--- config.mk ---
export PLATFORM = sky130hd
export DESIGN_NAME = load_store_unit
export DESIGN_NICKNAME = d
export VERILOG_FILES = /design/src/rtl/load_store_unit.sv
export SDC_FILE = /design/constraint.sdc
export NUM_CORES = 1
export LEC_CHECK = 0
export ABC_AREA = 1
export CAP_MARGIN = 20
export CORE_UTILIZATION = 47
export DETAILED_ROUTE_END_ITERATION = 12
export MAX_ROUTING_LAYER = met4
export PLACE_DENSITY = 0.86
export REMOVE_ABC_BUFFERS = 1
export SLEW_MARGIN = 20
export SYNTH_ARGS = -nofsm -noshare
export SYNTH_HDL_FRONTEND = slang
export SYNTH_SLANG_ARGS = --single-unit
export TNS_END_PERCENT = 20
--- constraint.sdc ---
create_clock -name clk -period 4.86 [get_ports clk]
set_input_delay 0.729 -clock clk [delete_from_list [all_inputs] [get_ports clk]]
set_output_delay 0.729 -clock clk [all_outputs]
set_load 0.02 [all_outputs]
--- src/rtl/load_store_unit.sv ---
// MEM-stage load/store initiator for a word-organised memory with no byte enables; sub-word stores are done as read-modify-write.
// Latency: load/SW done at T+2, SB/SH done at T+3, illegal or misaligned requests done at T+1.
// Backpressure: stall_o holds the pipeline from accept until DONE; no request is accepted in DONE.
module load_store_unit #(
    parameter int DATA_WIDTH = 32
) (
    input  logic                  clk,
    input  logic                  rst,
    input  logic                  req_valid_i,
    input  logic                  is_store_i,
    input  logic [2:0]            funct3_i,
    input  logic [DATA_WIDTH-1:0] addr_i,
    input  logic [DATA_WIDTH-1:0] wdata_i,
    output logic                  stall_o,
    output logic                  done_o,
    output logic [DATA_WIDTH-1:0] rdata_o,
    output logic                  err_o,
    output logic [DATA_WIDTH-1:0] mem_addr_o,
    output logic [DATA_WIDTH-1:0] mem_wdata_o,
    output logic                  mem_we_o,
    output logic                  mem_re_o,
    input  logic [DATA_WIDTH-1:0] mem_rdata_i
);

    typedef enum logic [2:0] {S_IDLE, S_LOAD, S_RMW_RD, S_WRITE, S_DONE} state_t;

    typedef struct packed {
        logic                  is_store;
        logic [2:0]            funct3;
        logic [DATA_WIDTH-1:0] addr;
        logic [DATA_WIDTH-1:0] wdata;
    } req_t;

    state_t                state_q, state_d;
    req_t                  req_q, req_d;
    logic [DATA_WIDTH-1:0] rdata_q, rdata_d;
    logic [DATA_WIDTH-1:0] merge_q, merge_d;
    logic                  err_q, err_d;

    logic                  bad_req;
    logic [7:0]            byte_sel;
    logic [15:0]           half_sel;
    logic [DATA_WIDTH-1:0] load_ext;
    logic [DATA_WIDTH-1:0] merged;

    // Illegal encodings and misalignment are decided on the live request so errors never touch memory.
    always_comb begin
        bad_req = 1'b0;
        if (is_store_i) begin
            if (funct3_i[2] || funct3_i[1:0] == 2'b11) bad_req = 1'b1;
        end else begin
            if (funct3_i == 3'b011 || funct3_i == 3'b110 || funct3_i == 3'b111) bad_req = 1'b1;
        end
        if (funct3_i[1:0] == 2'b01 && addr_i[0]) bad_req = 1'b1;
        if (funct3_i[1:0] == 2'b10 && addr_i[1:0] != 2'b00) bad_req = 1'b1;
    end

    always_comb begin
        byte_sel = mem_rdata_i[{req_q.addr[1:0], 3'b000} +: 8];
        half_sel = mem_rdata_i[{req_q.addr[1], 4'b0000} +: 16];
        case (req_q.funct3)
            3'b000:  load_ext = {{(DATA_WIDTH-8){byte_sel[7]}}, byte_sel};
            3'b001:  load_ext = {{(DATA_WIDTH-16){half_sel[15]}}, half_sel};
            3'b100:  load_ext = {{(DATA_WIDTH-8){1'b0}}, byte_sel};
            3'b101:  load_ext = {{(DATA_WIDTH-16){1'b0}}, half_sel};
            default: load_ext = mem_rdata_i;
        endcase

        merged = mem_rdata_i;
        if (req_q.funct3[1:0] == 2'b00)
            merged[{req_q.addr[1:0], 3'b000} +: 8] = req_q.wdata[7:0];
        else
            merged[{req_q.addr[1], 4'b0000} +: 16] = req_q.wdata[15:0];
    end

    always_comb begin
        state_d = state_q;
        req_d   = req_q;
        rdata_d = rdata_q;
        merge_d = merge_q;
        err_d   = err_q;
        case (state_q)
            S_IDLE: begin
                if (req_valid_i) begin
                    req_d   = '{is_store: is_store_i, funct3: funct3_i, addr: addr_i, wdata: wdata_i};
                    rdata_d = '0;
                    err_d   = bad_req;
                    merge_d = wdata_i;
                    if (bad_req)                   state_d = S_DONE;
                    else if (!is_store_i)          state_d = S_LOAD;
                    else if (funct3_i[1:0] == 2'b10) state_d = S_WRITE;
                    else                           state_d = S_RMW_RD;
                end
            end
            S_LOAD: begin
                rdata_d = load_ext;
                state_d = S_DONE;
            end
            S_RMW_RD: begin
                merge_d = merged;
                state_d = S_WRITE;
            end
            S_WRITE: state_d = S_DONE;
            S_DONE:  state_d = S_IDLE;
            default: state_d = S_IDLE;
        endcase
    end

    always_ff @(posedge clk) begin
        if (rst) begin
            state_q <= S_IDLE;
            req_q   <= '0;
            rdata_q <= '0;
            merge_q <= '0;
            err_q   <= 1'b0;
        end else begin
            state_q <= state_d;
            req_q   <= req_d;
            rdata_q <= rdata_d;
            merge_q <= merge_d;
            err_q   <= err_d;
        end
    end

    assign stall_o     = (state_q == S_IDLE && req_valid_i) || state_q == S_LOAD
                         || state_q == S_RMW_RD || state_q == S_WRITE;
    assign done_o      = (state_q == S_DONE);
    assign err_o       = err_q;
    assign rdata_o     = rdata_q;
    assign mem_addr_o  = {req_q.addr[DATA_WIDTH-1:2], 2'b00};
    assign mem_wdata_o = merge_q;
    assign mem_we_o    = (state_q == S_WRITE);
    assign mem_re_o    = (state_q == S_LOAD) || (state_q == S_RMW_RD);

endmodule
Yosys cells after proc, flatten, opt, wreduce, memory -nomap -nowiden
Index checks and enable logic that the tools add are counted.

storage, ports and cells
  word-level logic and storage cells = 67
  input port bits = 103
  flip-flop bits (word level) = 119

operators by class
  reduce and logical (&&, ||, !) cells = 20
  shift operators = 6
  $add $sub $neg = 2
  multiplexer cells = 18
  equal/unequal tests = 14

operators with widths
  kind                       number
  $pmux W32 S2               2
  $pmux W32 S4               1
  $mux W32                   3
  $bwmux W32                 2
  $shift A16 B7 Y32 const A  1
  $shift A8 B7 Y32 const A   1
  $shiftx A16 B7 Y32         1
  $shiftx A32 B6 Y16         1
  $shiftx A32 B6 Y8          1
  $shiftx A8 B7 Y32          1
  $eq A3 B3 Y1 const B       5
  $neg A5 Y7                 2
  $eq A3 B2 Y1 const B       3
  $pmux W3 S3                1
  $logic_or A1 B1 Y1         7
  $eq A3 B1 Y1 const B       2
  $logic_not A3 Y1           2
  $mux W1                    6
  $mux W3                    2
  $reduce_and A2 Y1          3
  $reduce_bool A2 Y1         3
  $eq A2 B2 Y1 const B       2
  $logic_and A1 B1 Y1        3
  $eq A2 B1 Y1 const B       1
  other kinds (4)            4

Logic depth before layout (Yosys ltp)
  depth after elaboration = 10
  mapped depth = 11
  depth with buffers taken out = 8

Worst setup path before layout
Ideal clock, no wire load.

  path kind = input -> output
  from = input req_valid_i
  to = output stall_o
  data required time = 4.131 ns
  path slack = 2.902 ns
  arrival time = 1.229 ns
  stages on the path = 2
  path buffers = 0
  cell sequence = inv_1 -> a21oi_1

on the way
  longest elaborated chain between the ends = 4

RTL lines
  element                          line  RTL
  start: declaration               9     input logic req_valid_i,
  $logic_and A1 B1 Y1              125   assign stall_o = (state_q == S_IDLE && req_valid_i) || state_q == S_LOAD
  $logic_or A1 B1 Y1               125
  $logic_or A1 B1 Y1 (2 in a row)  126   || state_q == S_RMW_RD || state_q == S_WRITE;
  end: declaration                 14    output logic stall_o,

Every way passes these cells.

Worst setup path after layout
  from = register state_q[1]
  to = output mem_re_o

on the way
  longest elaborated chain between the ends = 2
  elaborated cells between the ends (all ways) = 3
  those cells by class = 2 x eq/ne; 1 x reduce/logical

RTL lines
  element                                       line  RTL
  start: declaration                            34    state_t state_q, state_d;
  start signal: assignment                      117   state_q <= state_d;
  $eq A3 B1 Y1 or $eq A3 B2 Y1 (tied branches)  133   assign mem_re_o = (state_q == S_LOAD) || (state_q == S_RMW_RD);
  $logic_or A1 B1 Y1 (*)                        133
  end: declaration                              21    output logic mem_re_o,

Mark *: on every way between the ends. The rest lies on a longest branch, timed or not.

==> impl_table.tex <==
\begin{tabular}{lr}
\hline
Metric & Value \\
\hline
\multicolumn{2}{l}{\textbf{Timing}} \\
Fin. Hold Viols & 0 \\
Setup-violating endpoint count in the final report & 0 \\
Final-report max-slew violation count & 0 \\
Final worst path period need & 3.282 ns \\
Max-slew headroom at the worst pin & 30.80\% \\
Fin worst setup slack & 1.578 ns \\
Final clock skew & 0.009285 ns \\
Highest achievable clock rate & 304.7 MHz \\
Final critical-path share of the clock period & 67.52\% \\
Setup TNS & 0 ns \\
Transition time at the pin with the least slew margin & 1.037 ns \\
Unrepaired setup endpoints after global routing & no \\
\multicolumn{2}{l}{\textbf{Clock network}} \\
Clock-pin slew on the worst setup and hold paths & 0.06 ns \\
Cts repair resizes & 0 \\
Buffers inserted during post-CTS setup optimization & 0 \\
Number of sinks driven by the clock tree & 119 \\
Quantity of hold-fixing buffers added after cts & 0 \\
Insertion delay to the later sink of the worst-skew pair & 0.41 ns \\
CTS H-tree depth & 4 \\
Inserted Clock Buffers & 17 \\
Library cell used as clock root buffer & clkbuf\_16 \\
Clock tree from TritonCTS & done \\
Buffers from clock root to sink, at most & 2 \\
\multicolumn{2}{l}{\textbf{Worst setup path}} \\
CP Capture Type & primary output \\
Worst Reg-to-Reg Cells & 8 \\
Reg-to-reg setup timing slack & 1.92 ns \\
Capture point of the critical path & mem\_re\_o \\
Critical path class & reg -> out \\
CP Launch Type & flop \\
Critical path data required time & 4.13 ns \\
Launch point of the critical path & state\_q[1] \\
Worst r2r src & req\_q[65] \\
Worst Path Max Fanout & 34 \\
Data arrival time of the critical path & 2.55 ns \\
Endpoint of the lowest-slack register-to-register path & rdata\_o[28] \\
\multicolumn{2}{l}{\textbf{Detailed routing}} \\
Routed WL per cell & 16.32 µm \\
Via count & 6892 \\
DRC violation total after the first TritonRoute iteration & 765 \\
DRC violations left & 0 \\
Final routed wirelength across all metal layers & 20380 µm \\
Ratio of routed vias to standard cells & 5.518 \\
Post-DRT Antenna Nets & 0 \\
First-pass DRT Iterations & 5 \\
\multicolumn{2}{l}{\textbf{Floorplanning}} \\
Num rows & 41 \\
Die Height & 117.9 µm \\
I/O pin total & 204 \\
Area of the die & 13900 µm² \\
Effective utilization at floorplan & 49.03\% \\
Core region area & 12880 µm² \\
Width of the die & 117.9 µm \\
\multicolumn{2}{l}{\textbf{Yosys}} \\
Share of the synthesized netlist area taken by xor and xnor gates & 0\% \\
Simple logic cell fraction of the synthesized area & 24.47\% \\
Adder and majority gate portion of the synthesized area & 0.9909\% \\
Top cell type's share of synthesized area & 37.73\% \\
Dominant combinational cell family by area after synthesis & compound AO/OA/AOI/OAI gates \\
Largest cells by area after synthesis & dfxtp\_1, nand2\_1, a21oi\_1 \\
Mean cell area of the mapped netlist & 6.774 µm² \\
Instance count of the mapped netlist & 932 \\
Leading area contributor after synthesis & dfxtp\_1 \\
Synth Register Bits & 119 \\
Multiplexer share of the synthesized area & 0\% \\
Cell area after technology mapping & 6314 µm² \\
Share of synthesized area occupied by flip-flops and latches & 37.73\% \\
Synth Area in Compound Gates & 25.23\% \\
Library cells used by synthesis & 31 \\
Number of warnings issued by yosys & 0 \\
\multicolumn{2}{l}{\textbf{Final layout}} \\
Highest-count cells in the layout ignoring fill and taps & clkdlybuf4s50\_1, nand2\_1, a21oi\_1 \\
Commonest non-fill, non-tap cell in the layout & clkdlybuf4s50\_1 \\
Final Util & 67.71\% \\
Final-layout fill cell count & 1119 \\
Fraction of layout instances using a drive strength above 1 & 5.107\% \\
Number of antenna repair diodes & 0 \\
Layout Nets & 1172 \\
Area growth from synthesis to final layout & 38.09\% \\
\multicolumn{2}{l}{\textbf{Global routing}} \\
Global route overflow & 0 \\
Maximum number of pins on one net before global-route repair & 73 \\
Initial antenna violation count & 0 \\
Via count of the first global-routing pass & 6466 \\
Global-route usage over all layers & 30.12\% \\
First-pass GRT wire length & 32320 µm \\
\multicolumn{2}{l}{\textbf{Pwr}} \\
Power per Cell Area & 382.5 nW/µm² \\
Switching part of the total & 29.82\% \\
Internal power consumption & 0.002340 W \\
Clock share of power & 43.2\% \\
Part of the power in combinational logic & 23.5\% \\
Worst VDD drop & 312.4 µV \\
Sequential group share of total power & 33.4\% \\
Leak Pwr & 3.349 nW \\
Sw power & 0.0009944 W \\
\multicolumn{2}{l}{\textbf{Place}} \\
Count of port buffers added during placement & 201 \\
Post-placement setup slack & 2.008 ns \\
Placed wire-length estimate & 13870 µm \\
Final Wtd Congestion & 0.8930 \\
\multicolumn{2}{l}{\textbf{Hold path}} \\
Path type of the worst min-delay path & reg -> reg \\
\multicolumn{2}{l}{\textbf{Flow run}} \\
Number of max-capacitance violations reported & 0 \\
\multicolumn{2}{l}{\textbf{Status}} \\
Result of the run & finished clean \\
\hline
\end{tabular}
-- worst max-delay path: stages, from the launching register on --
cell             delay (ns)
dfxtp_1                0.44
inv_2                  0.09
nor3_4                 0.10
buf_4                  0.37
inv_1                  0.35
nand2_1                0.16
clkdlybuf4s50_1        0.62
-- final cells by class --
class / count / area [µm²] / share of cell area, %
Clock buffer: 20 / 446.7 / 5.123
Clock inverter: 12 / 224.0 / 2.569
Inverter: 44 / 166.4 / 1.909
Multi-Input combinational cell: 672 / 3208 / 36.80
Sequential cell: 119 / 2384 / 27.34
Tap cell: 172 / 215.2 / 2.468
Timing Repair Buffer: 210 / 2074 / 23.79
-- flip-flops by register name (all words and copies together), names as in the netlist --
signal	count
mem_wdata_o	32
state_q	3
req_q	21
rdata_o	32
err_o	1
mem_addr_o	30
-- how the worst min path moves through the flow --
stage	slack (ns)	end	startpoint	depth (start not counted)
detailed placement	0.46	rdata_o[18]	rdata_o[18]	2
floorplan	0.45	req_q[10]	req_q[10]	2
global placement	0.45	rdata_o[12]	rdata_o[12]	2
finish	0.46	rdata_o[18]	rdata_o[18]	2
CTS	0.46	rdata_o[18]	rdata_o[18]	2
global route	0.49	rdata_o[26]	rdata_o[26]	2
-- cells by family (layout without fill, tap and decap cells) --
family | after synthesis | after routing
other | 1 | 2
buffers and inverters | 142 | 286
AND/OR/NAND/NOR | 369 | 369
flip-flops | 119 | 119
AO/OA/AOI/OAI | 296 | 296
adder cells (fa/ha/maj) | 5 | 5
-- cell usage after synthesis (all sizes together) --
cell and count:
o21bai 8, nand3 51, ha 5, inv 44, o22ai 8, buf 68, conb 1, o211ai 23
nand4 9, clkbuf 30, a21oi 127, dfxtp 119, a31oi 16, o21ai 114, nor2 107, nor3 3
nand2 198, and2 1
-- stage by stage --
step	std cells	total power [W]	hold WS (ns)	area, µm²
final	1249	0.003335	0.4620	8718
after floorplan	835	0.001543	0.4482	5756
after global routing	1249	0.003462	0.4863	8718
after detailed placement	1217	0.001897	0.4568	8046
after global placement	1217	0.001887	0.4526	8046
after CTS	1249	0.003336	0.4650	8717
-- power by group through the flow --
stage	Clock [W]	Combinational [W]	Sequential [W]
global placement	0	0.000759	0.00113
global route	0.00149	0.000849	0.00112
detailed placement	0	0.000768	0.00113
CTS	0.00145	0.000775	0.00111
finish	0.00144	0.000782	0.00111
floorplan	0	0.000338	0.00120
-- layer usage --
| metal | track usage (%) | share of wire, % | vias up |
|---|---|---|---|
| li1 | - | - | 3367 |
| met4 | 11.38 | 2.1 | 0 |
| met5 | - | 0 | - |
| met1 | 36.87 | 42 | 3106 |
| met2 | 47.46 | 46 | 377 |
| met3 | 7.703 | 9.4 | 42 |
Power figures use the tool's default switching activity.
